[config.mk]
export PLATFORM = sky130hd
export DESIGN_NAME = fetch_queue
export DESIGN_NICKNAME = d
export VERILOG_FILES = /design/src/rtl/fetch_queue.sv
export SDC_FILE = /design/constraint.sdc
export NUM_CORES = 1
export LEC_CHECK = 0
export BUFFER_PORTS_ARGS = -buffer_cell sky130_fd_sc_hd__buf_2
export CAP_MARGIN = 40
export CORE_AREA = 2 2 214 374
export DETAILED_ROUTE_END_ITERATION = 8
export DIE_AREA = 0 0 216 376
export MAX_ROUTING_LAYER = met4
export PLACE_DENSITY = 0.59
export SLEW_MARGIN = 5
export SYNTH_ARGS = -nofsm -noshare
export SYNTH_HDL_FRONTEND = slang
export SYNTH_SLANG_ARGS = --single-unit
[constraint.sdc]
create_clock -name clk -period 6.6 [get_ports clk]
set_input_delay 0.33 -clock clk [delete_from_list [all_inputs] [get_ports clk]]
set_output_delay 0.33 -clock clk [all_outputs]
set_load 0.01 [all_outputs]
[src/rtl/fetch_queue.sv]
// -----------------------------------------------------------------------------
// fetch_queue
//   Circular fetch buffer between a two-wide fetch stage and decode. Up to two
//   entries are pushed per cycle and up to two are presented/popped per cycle.
//   Slot [1] is always the older slot on both the fetch and the output side.
//
//   Optional feature (macro FETCHQ_BYPASS_EN): when the queue is empty and
//   decode can consume, the fetch slots drive the outputs in the same cycle
//   and are consumed without ever being written into the buffer.
//
// Ports
//   clk          sole clock, rising edge
//   resetn       asynchronous active-low reset
//   fetch_valid  per-slot fetch valid ([1] older)
//   fetch_pc     per-slot PC
//   fetch_instr  per-slot instruction word
//   fetch_adel   per-slot address-error flag, carried with the entry
//   fetch_ready  room for two entries (from registered count)
//   stallD       decode/issue cannot consume this cycle
//   flushD       discard all contents (beats push and pop)
//   hitD         per-slot output valid ([1] older, 01 never occurs)
//   out_pc       per-slot output PC (zero when slot not valid)
//   out_instr    per-slot output instruction (zero when slot not valid)
//   out_adel     per-slot output address-error flag (zero when slot not valid)
//   count        occupied entries, 0..DEPTH
// -----------------------------------------------------------------------------
module fetch_queue #(
    parameter int DEPTH = 8     // power of two, >= 4
) (
    input  logic                     clk,
    input  logic                     resetn,
    input  logic [1:0]               fetch_valid,
    input  logic [1:0][31:0]         fetch_pc,
    input  logic [1:0][31:0]         fetch_instr,
    input  logic [1:0]               fetch_adel,
    output logic                     fetch_ready,
    input  logic                     stallD,
    input  logic                     flushD,
    output logic [1:0]               hitD,
    output logic [1:0][31:0]         out_pc,
    output logic [1:0][31:0]         out_instr,
    output logic [1:0]               out_adel,
    output logic [$clog2(DEPTH):0]   count
);

    localparam int AW = $clog2(DEPTH);
    localparam int CW = AW + 1;

    typedef struct packed {
        logic        adel;
        logic [31:0] instr;
        logic [31:0] pc;
    } entry_t;

    entry_t        mem_q [DEPTH];
    logic [AW-1:0] head_q, head_d;
    logic [AW-1:0] tail_q, tail_d;
    logic [CW-1:0] count_q, count_d;
    logic [AW-1:0] head_p1, tail_p1;

    entry_t        fe1, fe0;
    entry_t        rd1, rd0;
    logic [1:0]    q_hit;
    logic          bypass;
    logic          push_en, pop_en;
    logic [1:0]    n_push, n_pop;

    assign fe1 = '{adel: fetch_adel[1], instr: fetch_instr[1], pc: fetch_pc[1]};
    assign fe0 = '{adel: fetch_adel[0], instr: fetch_instr[0], pc: fetch_pc[0]};

    assign head_p1 = head_q + AW'(1);
    assign tail_p1 = tail_q + AW'(1);

    // Readiness looks only at the registered count; a pop in the same cycle
    // does not free space early, which keeps this off the decode stall path.
    assign fetch_ready = (count_q <= CW'(DEPTH - 2));

    assign q_hit = {(count_q != '0), (count_q >= CW'(2))};

`ifdef FETCHQ_BYPASS_EN
    assign bypass = (count_q == '0) && !stallD && !flushD;
`else
    assign bypass = 1'b0;
`endif

    // Output mux: queue head by default, fetch slots when bypassing. Bypassed
    // slots are compacted so that a lone valid always lands in slot [1].
    always_comb begin
        hitD = q_hit;
        rd1  = q_hit[1] ? mem_q[head_q]  : '0;
        rd0  = q_hit[0] ? mem_q[head_p1] : '0;
        if (bypass) begin
            hitD = {(|fetch_valid), (&fetch_valid)};
            rd1  = fetch_valid[1] ? fe1 : (fetch_valid[0] ? fe0 : '0);
            rd0  = (&fetch_valid) ? fe0 : '0;
        end
    end

    assign out_pc    = {rd1.pc,    rd0.pc};
    assign out_instr = {rd1.instr, rd0.instr};
    assign out_adel  = {rd1.adel,  rd0.adel};
    assign count     = count_q;

    // Bypassed entries are consumed directly, so they are never written and
    // the pointers stay put.
    assign push_en = fetch_ready && !flushD && !bypass;
    assign pop_en  = !stallD && !flushD;

    always_comb begin
        n_push = push_en ? ({1'b0, fetch_valid[1]} + {1'b0, fetch_valid[0]}) : 2'd0;
        n_pop  = pop_en  ? ({1'b0, q_hit[1]} + {1'b0, q_hit[0]}) : 2'd0;

        head_d  = head_q + AW'(n_pop);
        tail_d  = tail_q + AW'(n_push);
        count_d = count_q + CW'(n_push) - CW'(n_pop);

        if (flushD) begin
            head_d  = '0;
            tail_d  = '0;
            count_d = '0;
        end
    end

    always_ff @(posedge clk or negedge resetn) begin
        if (!resetn) begin
            head_q  <= '0;
            tail_q  <= '0;
            count_q <= '0;
        end else begin
            head_q  <= head_d;
            tail_q  <= tail_d;
            count_q <= count_d;
        end
    end

    // Storage is not reset: stale entries are never visible because the
    // output mux zeroes any slot not covered by count.
    always_ff @(posedge clk) begin
        if (push_en) begin
            if (fetch_valid[1]) begin
                mem_q[tail_q] <= fe1;
                if (fetch_valid[0]) begin
                    mem_q[tail_p1] <= fe0;
                end
            end else if (fetch_valid[0]) begin
                mem_q[tail_q] <= fe0;
            end
        end
    end

endmodule

# Yosys cells after proc, flatten, opt, wreduce, memory -nomap -nowiden
# Memory sizes are Yosys's and may differ from the RTL's.
# Cells that the tools add are included.
# op_classes
reduce_logical,5
n_mul,0
shift,0
eq_ne,0
order_cmp,2
div_mod_pow,0
bitwise,1
addsub,8
muxes,18
# op_table
operator,count
$mux 65,3
$mux 1,10
$add 3x1->3 const B,2
$add 3x2->3,2
$mux 3,2
$add 1x1->2,2
$add 4x2->4,1
$ge 4x2->1 const B,1
$le 4x3->1 const B,1
$mux 2,2
$mux 4,1
$reduce_bool 4->1,1
$sub 4x2->4,1
$logic_and 1x1->1,2
$logic_not 1->1,2
$or 1x1->1,1
# totals
memories,1
mem_bits_ro,0
in_bits,136
ff_bits,10
latchBits,0
wordCells,38
mem_bits_rw,520
output_inout_bits,137
# mem_list
name,depth,width,read_ports,rd_clocked_by_memory_dff,wr,line_no,text
mem_q,8,65,2,0,2,55,entry_t mem_q [DEPTH];

# Longest topological paths before layout
# depth
word_depth,6
ltp_mapped,13
depth_no_buf,13

# Worst setup path after synthesis
# No wires, ideal clock.
# synth_timing
kind,flip-flop to flip-flop
from,"reg count_q[3], in the netlist count[3]"
to,mem mem_q[7][0] (netlist bit) (enable)
slack_ns,1.570
arrival_ns,4.521
setup_ns,0.510
stages_incl_launch_ff,7
required_time_ns,6.090
path_buffers,1
synth_period_minus_slack_ns,5.030
cell_sequence,dfrtp_1 > inv_1 > ha_1 > a211oi_2 > buf_2 > nor2_2 > a21oi_1
# synth_rtl
element,line_no,text
"start, declared",58,"logic [CW-1:0] count_q, count_d;"
"start signal, assigned",132,count_q <= count_d;
"end, declared",55,

==> results by group <==
Status
  • Status: finished, final reports clean

Critical path
  • Critical path required time: 6.27 ns
  • CP top delay family: buffers and inverters
  • Crit. End Element: primary output
  • CP peak stage delay: 0.85 ns
  • Critical-path cell list: buf_4 -> buf_4 -> mux4_2 -> a22o_1 -> buf_2
  • Maximum fanout along the worst path: 35
  • Reg2reg start: count[3]$_DFF_PN0_
  • Worst R2R Setup Slack: 2.60 ns
  • FF-to-FF path depth: 8
  • Slowest CP cell: dfrtp_4
  • CP Launch Type: flop
  • RR Endpoint: mem_q[5][37]$_DFFE_PP_
  • Data arrival, critical path: 3.99 ns
  • Most frequent CP cell: buf_4
  • Critical Path Source: head_q[1]$_DFF_PN0_
  • End of the critical path: out_instr[60]
  • Total stage count of the critical path: 5
  • Crit path kind: flop to primary output
  • WP buf/inv: 3

Synthesis
  • Cell variety after synth: 46
  • Post-synth top cells: 520 x edfxtp_1, 520 x o221ai_1, 260 x mux4_2
  • Sequential fraction of the synthesis area: 51.2%
  • Mux cell area share after synthesis: 19.0%
  • Flops & latches, synth: 530
  • Top post-synthesis cells by area: edfxtp_1 50%, mux4_2 19%, o221ai_1 15%
  • Yosys top cell area share: 50.4%
  • Post-Synth Simple-Gate Area: 3.31%
  • Syn_area_per_cell: 15.1 sq um
  • Number of flops mapped to enable cells by yosys: 520
  • Syn_nets: 2208
  • Compound-Gate Fraction of Synth Area: 20.3%
  • Synth warn: 0
  • Ys flop type: edfxtp_1
  • Post-Syn Instances: 2055
  • XOR/XNOR Fraction of Synth Area: 0.194%
  • Largest family of logic cells by synthesized area: compound AO/OA/AOI/OAI gates
  • Synth Area in Adders: 0.784%
  • Syn Std Cell Area: 0.0310 sq mm
  • Cell taking the most area after synthesis: edfxtp_1
  • Async set or reset register ratio after synthesis: 1.89%

Timing
  • Worst-Margin Slew: 1.16 ns
  • Crit share post-route: 65.5%
  • RSZ-0062 raised after global routing: false
  • Max-slew violation count: 0
  • Final hold vios: 0
  • Slew margin rel.: 22.7%
  • Max Freq: 0.231 GHz
  • Min Tclk post-route: 4.32 ns
  • # setup viols final: 0
  • Fin Setup TNS: 0 ns
  • Skew final: 0.0333 ns

CTS
  • Root Buffer: clkbuf_16
  • TritonCTS clock tree: yes
  • CTS max path bufs: 3
  • Clk slew on worst S/H paths: 0.07 ns
  • Htree depth: 2
  • Sink Count: 530
  • Number of CTS-inserted buffers: 53
  • Skew-Pair Late Insertion Delay: 0.64 ns

Global route
  • Initial antenna violation count: 11
  • GR Util met2: 49.0%
  • Met1 Track Usage GR: 36.5%
  • GRT Overall Usage: 30.0%
  • Largest net degree at the start of global routing: 139
  • Vias in the first global route: 24900
  • First-pass GRT wire length: 173000 um
  • GR Util met3: 5.46%
  • Busiest layer in global routing: met2
  • Remaining global-route overflow: 0

Floorplanning
  • Initial Util: 39.6%
  • Die Y: 376 um
  • Core area: 0.0783 sq mm
  • Num ports: 273
  • Die W: 216 um
  • DIE AREA: 0.0812 sq mm
  • Site Rows: 136

Placement
  • RePlAce Congestion: 0.796
  • Placed Cells incl. Taps: 3134
  • Area after DPL: 0.0332 sq mm
  • PortBufs: 272
  • Final HPWL DP: 67400 um

Cells and area
  • Synth-to-Final Area Change: 12.8%
  • Finished layout cell area: 0.0349 sq mm
  • Layout cells sized above 1: 34.5%
  • Fillers: 7004
  • Post-route insts no fill: 3238
  • Final layout net count: 2309

Run
  • Max Cap Violations: 0

Power
  • P per Cell Area: 389 mW/mm^2
  • Leakage: 10.8 nW
  • Tot Pwr: 13.6 mW
  • VDD IR-drop max: 417 uV

Routing
  • Detail Route Antenna Nets: 0
  • Initial drt markers: 3150
  • Routed length per instance: 37.3 um
  • TritonRoute pass-1 iters: 6
  • Via count: 24400
  • Total routed wirelength: 121000 um
  • Residual DRC: 0
  • Vias per Instance: 7.52

Hold path
  • Hold WC Path Type: input pin to async pin
==> power breakdown <==
group	total, mW	internal [mW]	switching, mW
logic	6.34	2.68	3.66
registers	4.21	4.07	0.139
clock network	3.05	1.67	1.39
total	13.6	8.42	5.19
==> flip-flops by register name, summed over array words and instances (netlist names) <==
register / cells
count: 4
tail_q: 3
head_q: 3
mem_q: 520
==> cells in the final DEF, fill, tap and decap left out, types with 3 or more instances in the layout <==
cell type and instances:
inv_1 14, buf_12 6, mux4_2 260, nand2_1 3, buf_16 9, a22oi_1 6
edfxtp_1 520, nor2_4 16, nor2b_1 7, diode_2 9, nand2b_1 66, dfrtp_1 8
clkinv_2 11, fa_1 4, o221ai_1 520, clkinv_1 13, ha_1 11, clkbuf_1 5
bufinv_16 5, nor2_1 9, o21ai_1 35, nand3_1 67, a21oi_4 10, o21ai_2 30
a22o_1 130, clkbuf_16 53, buf_4 60, buf_2 272
==> area by class of cell <==
cell class	count	area (sq um)	share of cell area (%)
sequential	530	15900	45.4
multi-input combinational	1207	13800	39.5
timing repair buffer	350	2220	6.34
clock buffer	58	1350	3.85
tap	1035	1290	3.71
clock inverter	35	327	0.935
inverter	14	52.6	0.150
antenna	9	22.5	0.0645
==> worst register-to-register path: stages, from the launching register on <==
cell and delay (ns):
dfrtp_1 0.46, inv_1 0.11, ha_1 0.35, and4bb_4 0.86, nor2_2 0.25, buf_8 0.23
nor2_4 0.09, buf_4 0.49, buf_4 0.76
==> routing by layer <==
metal,routed length (um),up-vias,share of wire (%)
li1,-,9471,-
met1,42200,12500,35
met2,59100,2021,49
met3,13800,404,11
met4,5800,0,4.8
met5,0,-,0
==> through the flow <==
stage	utilization, %	hold slack, ns	setup WS (ns)
global route	44.6	0.0999	2.00
global placement	42.1	0.200	2.64
finish	44.6	0.114	2.28
floorplan	-	0.0344	1.57
CTS	44.6	0.0724	2.10
detailed placement	42.4	0.203	2.60
==> repair_timing <==
item / 4_1_cts / 5_1_grt
setup endpoints to repair: 0 / 0
resized for setup: 0 / 0
hold buffers: 1 / 0
hold endpoints to repair: 10 / 0
buffers inserted: 0 / 0
==> how the worst min path moves through the flow <==
| stage | start | end | slack, ns |
|---|---|---|---|
| global route | flushD | tail_q[1]$_DFF_PN0_ | 0.1 |
| global placement | resetn | count[0]$_DFF_PN0_ | 0.20 |
| floorplan | resetn | count[0]$_DFF_PN0_ | 0.03 |
| CTS | flushD | head_q[1]$_DFF_PN0_ | 0.07 |
| finish | resetn | count[3]$_DFF_PN0_ | 0.11 |
| detailed placement | resetn | count[3]$_DFF_PN0_ | 0.20 |
==> kinds of logic (layout without fill, tap and decap cells) <==
| kind of cell | count (synthesis) | after routing |
|---|---|---|
| flops | 530 | 530 |
| buf+inv | 318 | 457 |
| mux | 262 | 262 |
| other cells | 0 | 9 |
| xor+xnor | 6 | 6 |
| compound gates | 739 | 739 |
| simple gates | 183 | 183 |
| fa+ha+maj | 17 | 17 |
(Power assumes the default switching activity.)
